File: src/rtl/fwd_pkg.sv
// Shared types for the Decode/Execute forwarding and hazard block:
// operand select codes, retired-write history entries, hazard FSM states.
package fwd_pkg;

  localparam int XLEN   = 32;
  localparam int REG_AW = 5;

  typedef enum logic [1:0] {
    FWD_RF   = 2'd0,
    FWD_WB   = 2'd1,
    FWD_MEM  = 2'd2,
    FWD_HIST = 2'd3
  } fwd_sel_t;

  typedef struct packed {
    logic              valid;
    logic [REG_AW-1:0] rd;
    logic [XLEN-1:0]   data;
  } hist_entry_t;

  typedef enum logic {
    HZ_IDLE,
    HZ_STALL
  } hz_state_t;

endpackage

File: src/rtl/fwd_operand_mux.sv
// Resolves one Execute source operand: Memory > Writeback > history
// (entry 0 newest) > regfile. Ports: rs, rf_data, M/W write info,
// history arrays in; operand value and select code out.
module fwd_operand_mux
  import fwd_pkg::*;
#(
  parameter int WIDTH   = 32,
  parameter int ADDR_W  = 5,
  parameter int HD      = 2,
  parameter bit HIST_EN = 1'b0
) (
  input  logic [ADDR_W-1:0]         rs,
  input  logic [WIDTH-1:0]          rf_data,
  input  logic [ADDR_W-1:0]         rd_m,
  input  logic                      regwrite_m,
  input  logic [WIDTH-1:0]          alu_result_m,
  input  logic [ADDR_W-1:0]         rd_w,
  input  logic                      regwrite_w,
  input  logic [WIDTH-1:0]          result_w,
  input  logic [HD-1:0]             hist_valid,
  input  logic [HD-1:0][ADDR_W-1:0] hist_rd,
  input  logic [HD-1:0][WIDTH-1:0]  hist_data,
  output logic [WIDTH-1:0]          operand,
  output fwd_sel_t                  sel
);

  logic rs_nz;
  assign rs_nz = |rs;

  always_comb begin
    operand = rf_data;
    sel     = FWD_RF;
    if (rs_nz) begin
      // Walk oldest to newest so the newest duplicate wins.
      if (HIST_EN) begin
        for (int k = HD - 1; k >= 0; k--) begin
          if (hist_valid[k] && hist_rd[k] == rs) begin
            operand = hist_data[k];
            sel     = FWD_HIST;
          end
        end
      end
      if (regwrite_w && rd_w == rs) begin
        operand = result_w;
        sel     = FWD_WB;
      end
      if (regwrite_m && rd_m == rs) begin
        operand = alu_result_m;
        sel     = FWD_MEM;
      end
    end
  end

endmodule

File: src/rtl/fwd_hazard_unit.sv
// Operand forwarding plus load-use stall / branch flush control.
// Ports: rs_d/rs_e, E/M/W write info, pc_src_e in; src_e, fwd_sel_e,
// stall_f/d, flush_d/e out. FWD_HIST_EN enables the history buffer.
module fwd_hazard_unit
  import fwd_pkg::*;
#(
  parameter int WIDTH      = 32,
  parameter int ADDR_W     = 5,
  parameter int NUM_SRC    = 2,
  parameter int HIST_DEPTH = 2,
  parameter int LOAD_LAT   = 1
) (
  input  logic                            clk,
  input  logic                            rst_n,
  input  logic [NUM_SRC-1:0][ADDR_W-1:0]  rs_d,
  input  logic [NUM_SRC-1:0][ADDR_W-1:0]  rs_e,
  input  logic [NUM_SRC-1:0][WIDTH-1:0]   rf_data_e,
  input  logic [ADDR_W-1:0]               rd_e,
  input  logic                            regwrite_e,
  input  logic                            memread_e,
  input  logic [ADDR_W-1:0]               rd_m,
  input  logic                            regwrite_m,
  input  logic [WIDTH-1:0]                alu_result_m,
  input  logic [ADDR_W-1:0]               rd_w,
  input  logic                            regwrite_w,
  input  logic [WIDTH-1:0]                result_w,
  input  logic                            pc_src_e,
  output logic [NUM_SRC-1:0][WIDTH-1:0]   src_e,
  output logic [NUM_SRC-1:0][1:0]         fwd_sel_e,
  output logic                            stall_f,
  output logic                            stall_d,
  output logic                            flush_d,
  output logic                            flush_e
);

`ifdef FWD_HIST_EN
  localparam bit HIST_EN = 1'b1;
`else
  localparam bit HIST_EN = 1'b0;
`endif
  localparam int HD = HIST_EN ? HIST_DEPTH : 1;
  localparam logic [2:0] LAT_M1 = 3'(LOAD_LAT - 1);

  logic [HD-1:0]             hist_valid;
  logic [HD-1:0][ADDR_W-1:0] hist_rd;
  logic [HD-1:0][WIDTH-1:0]  hist_data;

  generate
    if (HIST_EN) begin : g_hist
      hist_entry_t hist_q [HD];
      logic        push;
      assign push = regwrite_w && (rd_w != '0);

      always_ff @(posedge clk) begin
        if (!rst_n) begin
          for (int k = 0; k < HD; k++)
            hist_q[k].valid <= 1'b0;
        end else if (push) begin
          hist_q[0] <= '{1'b1, REG_AW'(rd_w), XLEN'(result_w)};
          for (int k = 1; k < HD; k++)
            hist_q[k] <= hist_q[k-1];
        end
      end

      always_comb begin
        for (int k = 0; k < HD; k++) begin
          hist_valid[k] = hist_q[k].valid;
          hist_rd[k]    = ADDR_W'(hist_q[k].rd);
          hist_data[k]  = WIDTH'(hist_q[k].data);
        end
      end
    end else begin : g_nohist
      assign hist_valid = '0;
      assign hist_rd    = '0;
      assign hist_data  = '0;
    end
  endgenerate

  for (genvar i = 0; i < NUM_SRC; i++) begin : g_src
    fwd_sel_t sel;
    fwd_operand_mux #(
      .WIDTH(WIDTH), .ADDR_W(ADDR_W),
      .HD(HD), .HIST_EN(HIST_EN)
    ) u_mux (
      .rs(rs_e[i]),
      .rf_data(rf_data_e[i]),
      .rd_m(rd_m),
      .regwrite_m(regwrite_m),
      .alu_result_m(alu_result_m),
      .rd_w(rd_w),
      .regwrite_w(regwrite_w),
      .result_w(result_w),
      .hist_valid(hist_valid),
      .hist_rd(hist_rd),
      .hist_data(hist_data),
      .operand(src_e[i]),
      .sel(sel)
    );
    assign fwd_sel_e[i] = sel;
  end

  // regwrite_e is part of the stage bundle but a load always writes,
  // so only memread_e gates detection.
  logic unused;
  assign unused = regwrite_e;

  logic load_use;
  always_comb begin
    load_use = 1'b0;
    for (int i = 0; i < NUM_SRC; i++)
      if (rs_d[i] == rd_e) load_use = 1'b1;
    load_use = load_use && memread_e && (rd_e != '0);
  end

  hz_state_t state_q, state_d;
  logic [2:0] cnt_q, cnt_d;
  logic       stall;

  always_ff @(posedge clk) begin
    if (!rst_n) begin
      state_q <= HZ_IDLE;
      cnt_q   <= '0;
    end else begin
      state_q <= state_d;
      cnt_q   <= cnt_d;
    end
  end

  always_comb begin
    state_d = state_q;
    cnt_d   = cnt_q;
    stall   = 1'b0;
    flush_d = 1'b0;
    flush_e = 1'b0;
    if (pc_src_e) begin
      flush_d = 1'b1;
      flush_e = 1'b1;
      state_d = HZ_IDLE;
      cnt_d   = '0;
    end else begin
      unique case (state_q)
        HZ_IDLE: begin
          if (load_use) begin
            stall   = 1'b1;
            flush_e = 1'b1;
            cnt_d   = LAT_M1;
            state_d = (LAT_M1 == '0) ? HZ_IDLE : HZ_STALL;
          end
        end
        HZ_STALL: begin
          stall   = 1'b1;
          flush_e = 1'b1;
          cnt_d   = cnt_q - 3'd1;
          if (cnt_q <= 3'd1) state_d = HZ_IDLE;
        end
      endcase
    end
    if (!rst_n) begin
      stall   = 1'b0;
      flush_d = 1'b0;
      flush_e = 1'b0;
    end
  end

  assign stall_f = stall;
  assign stall_d = stall;

endmodule

File: config.mk
export PLATFORM = sky130hd
export DESIGN_NAME = fwd_hazard_unit
export DESIGN_NICKNAME = d
export VERILOG_FILES = /design/src/rtl/fwd_pkg.sv /design/src/rtl/fwd_operand_mux.sv /design/src/rtl/fwd_hazard_unit.sv
export SDC_FILE = /design/constraint.sdc
export NUM_CORES = 1
export LEC_CHECK = 0
export ABC_AREA = 1
export BUFFER_PORTS_ARGS = -buffer_cell sky130_fd_sc_hd__clkbuf_2
export CORE_MARGIN = 10
export CORE_UTILIZATION = 25
export CTS_CLUSTER_DIAMETER = 80
export DETAILED_ROUTE_END_ITERATION = 8
export GPL_ROUTABILITY_DRIVEN = 0
export MAX_ROUTING_LAYER = met4
export SLEW_MARGIN = 20
export SYNTH_ARGS = -nofsm -noshare
export SYNTH_HDL_FRONTEND = slang
export SYNTH_HIERARCHICAL = 1
export SYNTH_SLANG_ARGS = --single-unit
File: constraint.sdc
create_clock -name clk -period 2 [get_ports clk]
set_clock_uncertainty 0.1 [all_clocks]
set_input_delay 0.4 -clock clk [delete_from_list [all_inputs] [get_ports clk]]
set_output_delay 0.4 -clock clk [all_outputs]
set_load 0.01 [all_outputs]
* Yosys cells after proc, flatten, opt, wreduce, memory -nomap -nowiden
Cells that the tools add are included.
** Cells by class
- Multipliers :: 0
- $lt $le $gt $ge :: 1
- Bitwise operators :: 2
- Div/mod/pow operators :: 0
- Mux-type cells :: 26
- Shifts and indexed selects :: 0
- Add/subtract/negate cells :: 1
- Reductions and logical operators :: 10
- Eq/ne operators :: 7
** Operator list (number)
- 32-bit two-way mux :: 6
- 5-bit equality test :: 6
- 1-bit two-way mux :: 12
- 5-bit OR reduction :: 2
- 2-bit two-way mux :: 4
- 1-bit logical AND :: 6
- 3-bit one-hot mux with 2 select lines :: 1
- 5-bit nonzero test :: 1
- 1-bit one-hot mux with 2 select lines :: 2
- 3-bit by 1-bit less-or-equal comparator with 1-bit output (second input constant) :: 1
- 3-bit two-way mux :: 1
- 3-bit by 1-bit subtractor with 3-bit output (second input constant) :: 1
- 2-bit != test (second input constant) :: 1
- 1-bit inverter :: 2
- 2-bit OR reduction :: 1
** Storage, ports and cells
- Word-level logic and storage cells :: 49
- Register bits :: 4
- Latch bits :: 0
- Memories kept :: 0
- Memory bits (writable) :: 0
- ROM bits :: 0
- Output and inout port bits :: 72

* Depth between registers and ports, before layout
- Depth in word-level cells :: 9
- Depth in mapped cells :: 11
- Mapped depth without buffers :: 10

* By module
The synthesis kept the hierarchy.
** Modules (own cells, without submodules)
- fwd_operand_mux :: times used 2, cells an instance 304, area an instance 1416.4 sq um
- fwd_hazard_unit :: times used 1, cells an instance 84, area an instance 437.9 sq um

* Least setup slack after synthesis
No wires, ideal clock.
- Path kind :: input-to-output
- From :: in rs_e[5] (netlist name)
- To :: out src_e[35] (netlist name)
- Stages on the path :: 7
- Path slack :: 153 ps
- Arrival :: 1347 ps
- Required time :: 1500 ps
- Cells stage by stage :: nor2_1 -> nand4_2 -> buf_2 -> buf_2 -> nand4_1 -> nand2_1 -> nor2_1
** RTL lines
- start, declared :: line fwd_hazard_unit.sv:16 : input logic [NUM_SRC-1:0][ADDR_W-1:0] rs_e,
- end, declared :: line fwd_hazard_unit.sv:28 : output logic [NUM_SRC-1:0][WIDTH-1:0] src_e,

==> flow_summary.yaml <==
status:
  outcome: "finished with violations"
  violations: "negative setup slack"
die:
  io_pins: 242
  die_height_um: 134
  core_mm2: 0.0127
  die_x_um: 134
  row_count: 41
  initial_core_util_pct: 25.7
  dieArea_mm2: 0.0180
worst_setup_path:
  cp_slowest_cell: "clkbuf_16"
  path_delay_family: "buffers and inverters"
  cp_common_cell: "nand2_2"
  crit_type: "input pin to primary output"
  cp-start-kind: "input pin"
  cp-end-kind: "primary output"
  path_cells: "buf_8 > inv_2 > nand2_2 > nand2_2 > nor2_4 > buf_6 > nand3_4 > buf_12 > clkbuf_16 > nand4_1 > nand2_1 > nor2_1 > buf_2"
  cp.arrival_ns: 1.76
  required_ns: 1.50
  crit_fanout: 15
  critical_path.max_stage_delay_ns: 0.18
  crit_buf_inv: 6
drt:
  wl_per_cell_um: 15.1
  drtAntennaViolNets: 0
  drt_iter0_drc: 154
  firstDrtPassIters: 4
  num_vias: 5147
  drc_errors: 0
  vias_per_cell: 4.45
  routed_wl_mm: 17.5
final_layout:
  final_layout_size_suffix_gt1_share_pct: 51.9
  num_antenna_cells: 0
  fin_nets: 1159
  final_cells: 1157
  syn_to_final_growth_pct: 100
clock_network:
  cts.sinks: 4
  cts_inserted_buffers: 3
  cts_tree: "yes"
  clock_path_buffers: 2
  clock_latency_ns: 0.23
  cts_hold_buffers: 0
  clk_pin_slew_ns: 0.03
  cts_htree_levels: 1
  clock_tree.root_cell: "clkbuf_16"
pwr:
  p_leak_nw: 3.79
  ir_drop_v: 0.000275
  power_density_mw_per_mm2: 231
place:
  hpwl_mm: 12.5
  port_buffers: 240
  preCtsSetupSlack_ns: -0.242
  dp.cells: 1113
yosys:
  synth_nets: 863
  synth_area_mm2: 0.00327
  avgSynthCellArea_um2: 4.73
  yosys_warnings: 6
  synthCells: 691
timing:
  min_period_ns: 2.26
  finalWorstSetupSlack_ns: -0.264
  final.setup.tns_ns: -12.52
  fmax_ghz: 0.442
  holdWs_ns: 0.372
  finalCritPeriodShare_pct: 113
  worst_pin_slew_ns: 0.324
  rsz0062_at_grt: "true"
  setup_viol: 66
  relSlewSlack_pct: 78.3
  drv_slew: 0
  hold_viol: 0
worst_hold_path:
  hp-class: "flop to flop"
grt:
  grt_max_degree: 40
  grt_usage_pct: 16.9
  antenna_found_initial: 0
  grt_pass1_wl_mm: 24.9
  grt_pass1_vias: 4947
  grt_overflow: 0
flow_run:
  cap_viol_max_count: 0
-- worst reg2reg max path: stages, from the launching register on --
cell,delay (ns)
dfxtp_1,0.35
inv_1,0.07
ha_1,0.20
nand2_1,0.06
inv_1,0.04
o21ai_0,0.14
a21oi_1,0.05
o21ai_1,0.07
inv_1,0.04
-- cells in the final DEF (no fill, tap or decap), types with 6 or more instances in the layout --
master     count
inv_4          7
nand2_1      156
nand4_4        6
buf_16         6
nand2_2       44
clkbuf_16     12
nor2_2        40
nand2_4        9
buf_12        22
buf_2         54
nor2_4        46
nand3_1       11
inv_2         17
nor2_1       140
buf_4         28
clkbuf_2     164
buf_8         15
buf_6         23
inv_1         97
nand4_1       49
-- where the power goes --
group          switching [W]  internal (W)
Clock              0.0000587      0.000256
Combinational       0.000576      0.000545
Sequential                 0     0.0000804
Total               0.000634      0.000881
-- metal layers --
metal	part of all wire, %	vias up	track usage, %	wire length (µm)
met5	0	-	-	0
met4	1.4	0	2.18	244
met3	5.9	18	2.50	1030
met2	50	172	30.3	8740
met1	43	2278	19.8	7460
li1	-	2679	-	-
-- stage by stage --
stage / power [W] / utilization [%] / instance area [µm²]
final: 0.00152 / 51.5 / 6550
after global routing: 0.00163 / 51.5 / 6550
after CTS: 0.00138 / 45.3 / 5770
after detailed placement: 0.000928 / 38.7 / 4920
after global placement: 0.000919 / 38.7 / 4920
after floorplan: 0.000497 / - / 3270
-- registers in the layout (all words and copies together), names as in the netlist --
name	flops
cnt_q	3
state_q	1
-- layout make-up --
cell class,count,area [µm²]
tap,172,215
multi-input combinational,531,3030
timing repair buffer,323,2640
inverter,124,500
clock buffer,3,75.1
sequential,4,80.1
fill,1346,6170
-- path summary, 6_finish.rpt --
| kind | depth (start not counted) | start | endpoint | slack [ns] |
|---|---|---|---|---|
| worst max-delay path | 13 | rd_m[4] | src_e[16] | -0.26 |
| worst min-delay path | 2 | cnt_q[1]$_SDFFE_PP0P_ | cnt_q[1]$_SDFFE_PP0P_ | 0.37 |
| worst min register to register | 2 | cnt_q[1]$_SDFFE_PP0P_ | cnt_q[1]$_SDFFE_PP0P_ | 0.37 |
| worst max register to register | 8 | cnt_q[0]$_SDFFE_PP0P_ | cnt_q[2]$_SDFFE_PP0P_ | 0.76 |
-- timing repair --
item,in CTS,in global routing
endpoints found under the setup margin,66,70
setup buffers,17,8
pin swaps,42,112
gates resized for setup,100,225
cloned,6,10
No activity file was read; power rests on OpenSTA's default activity.
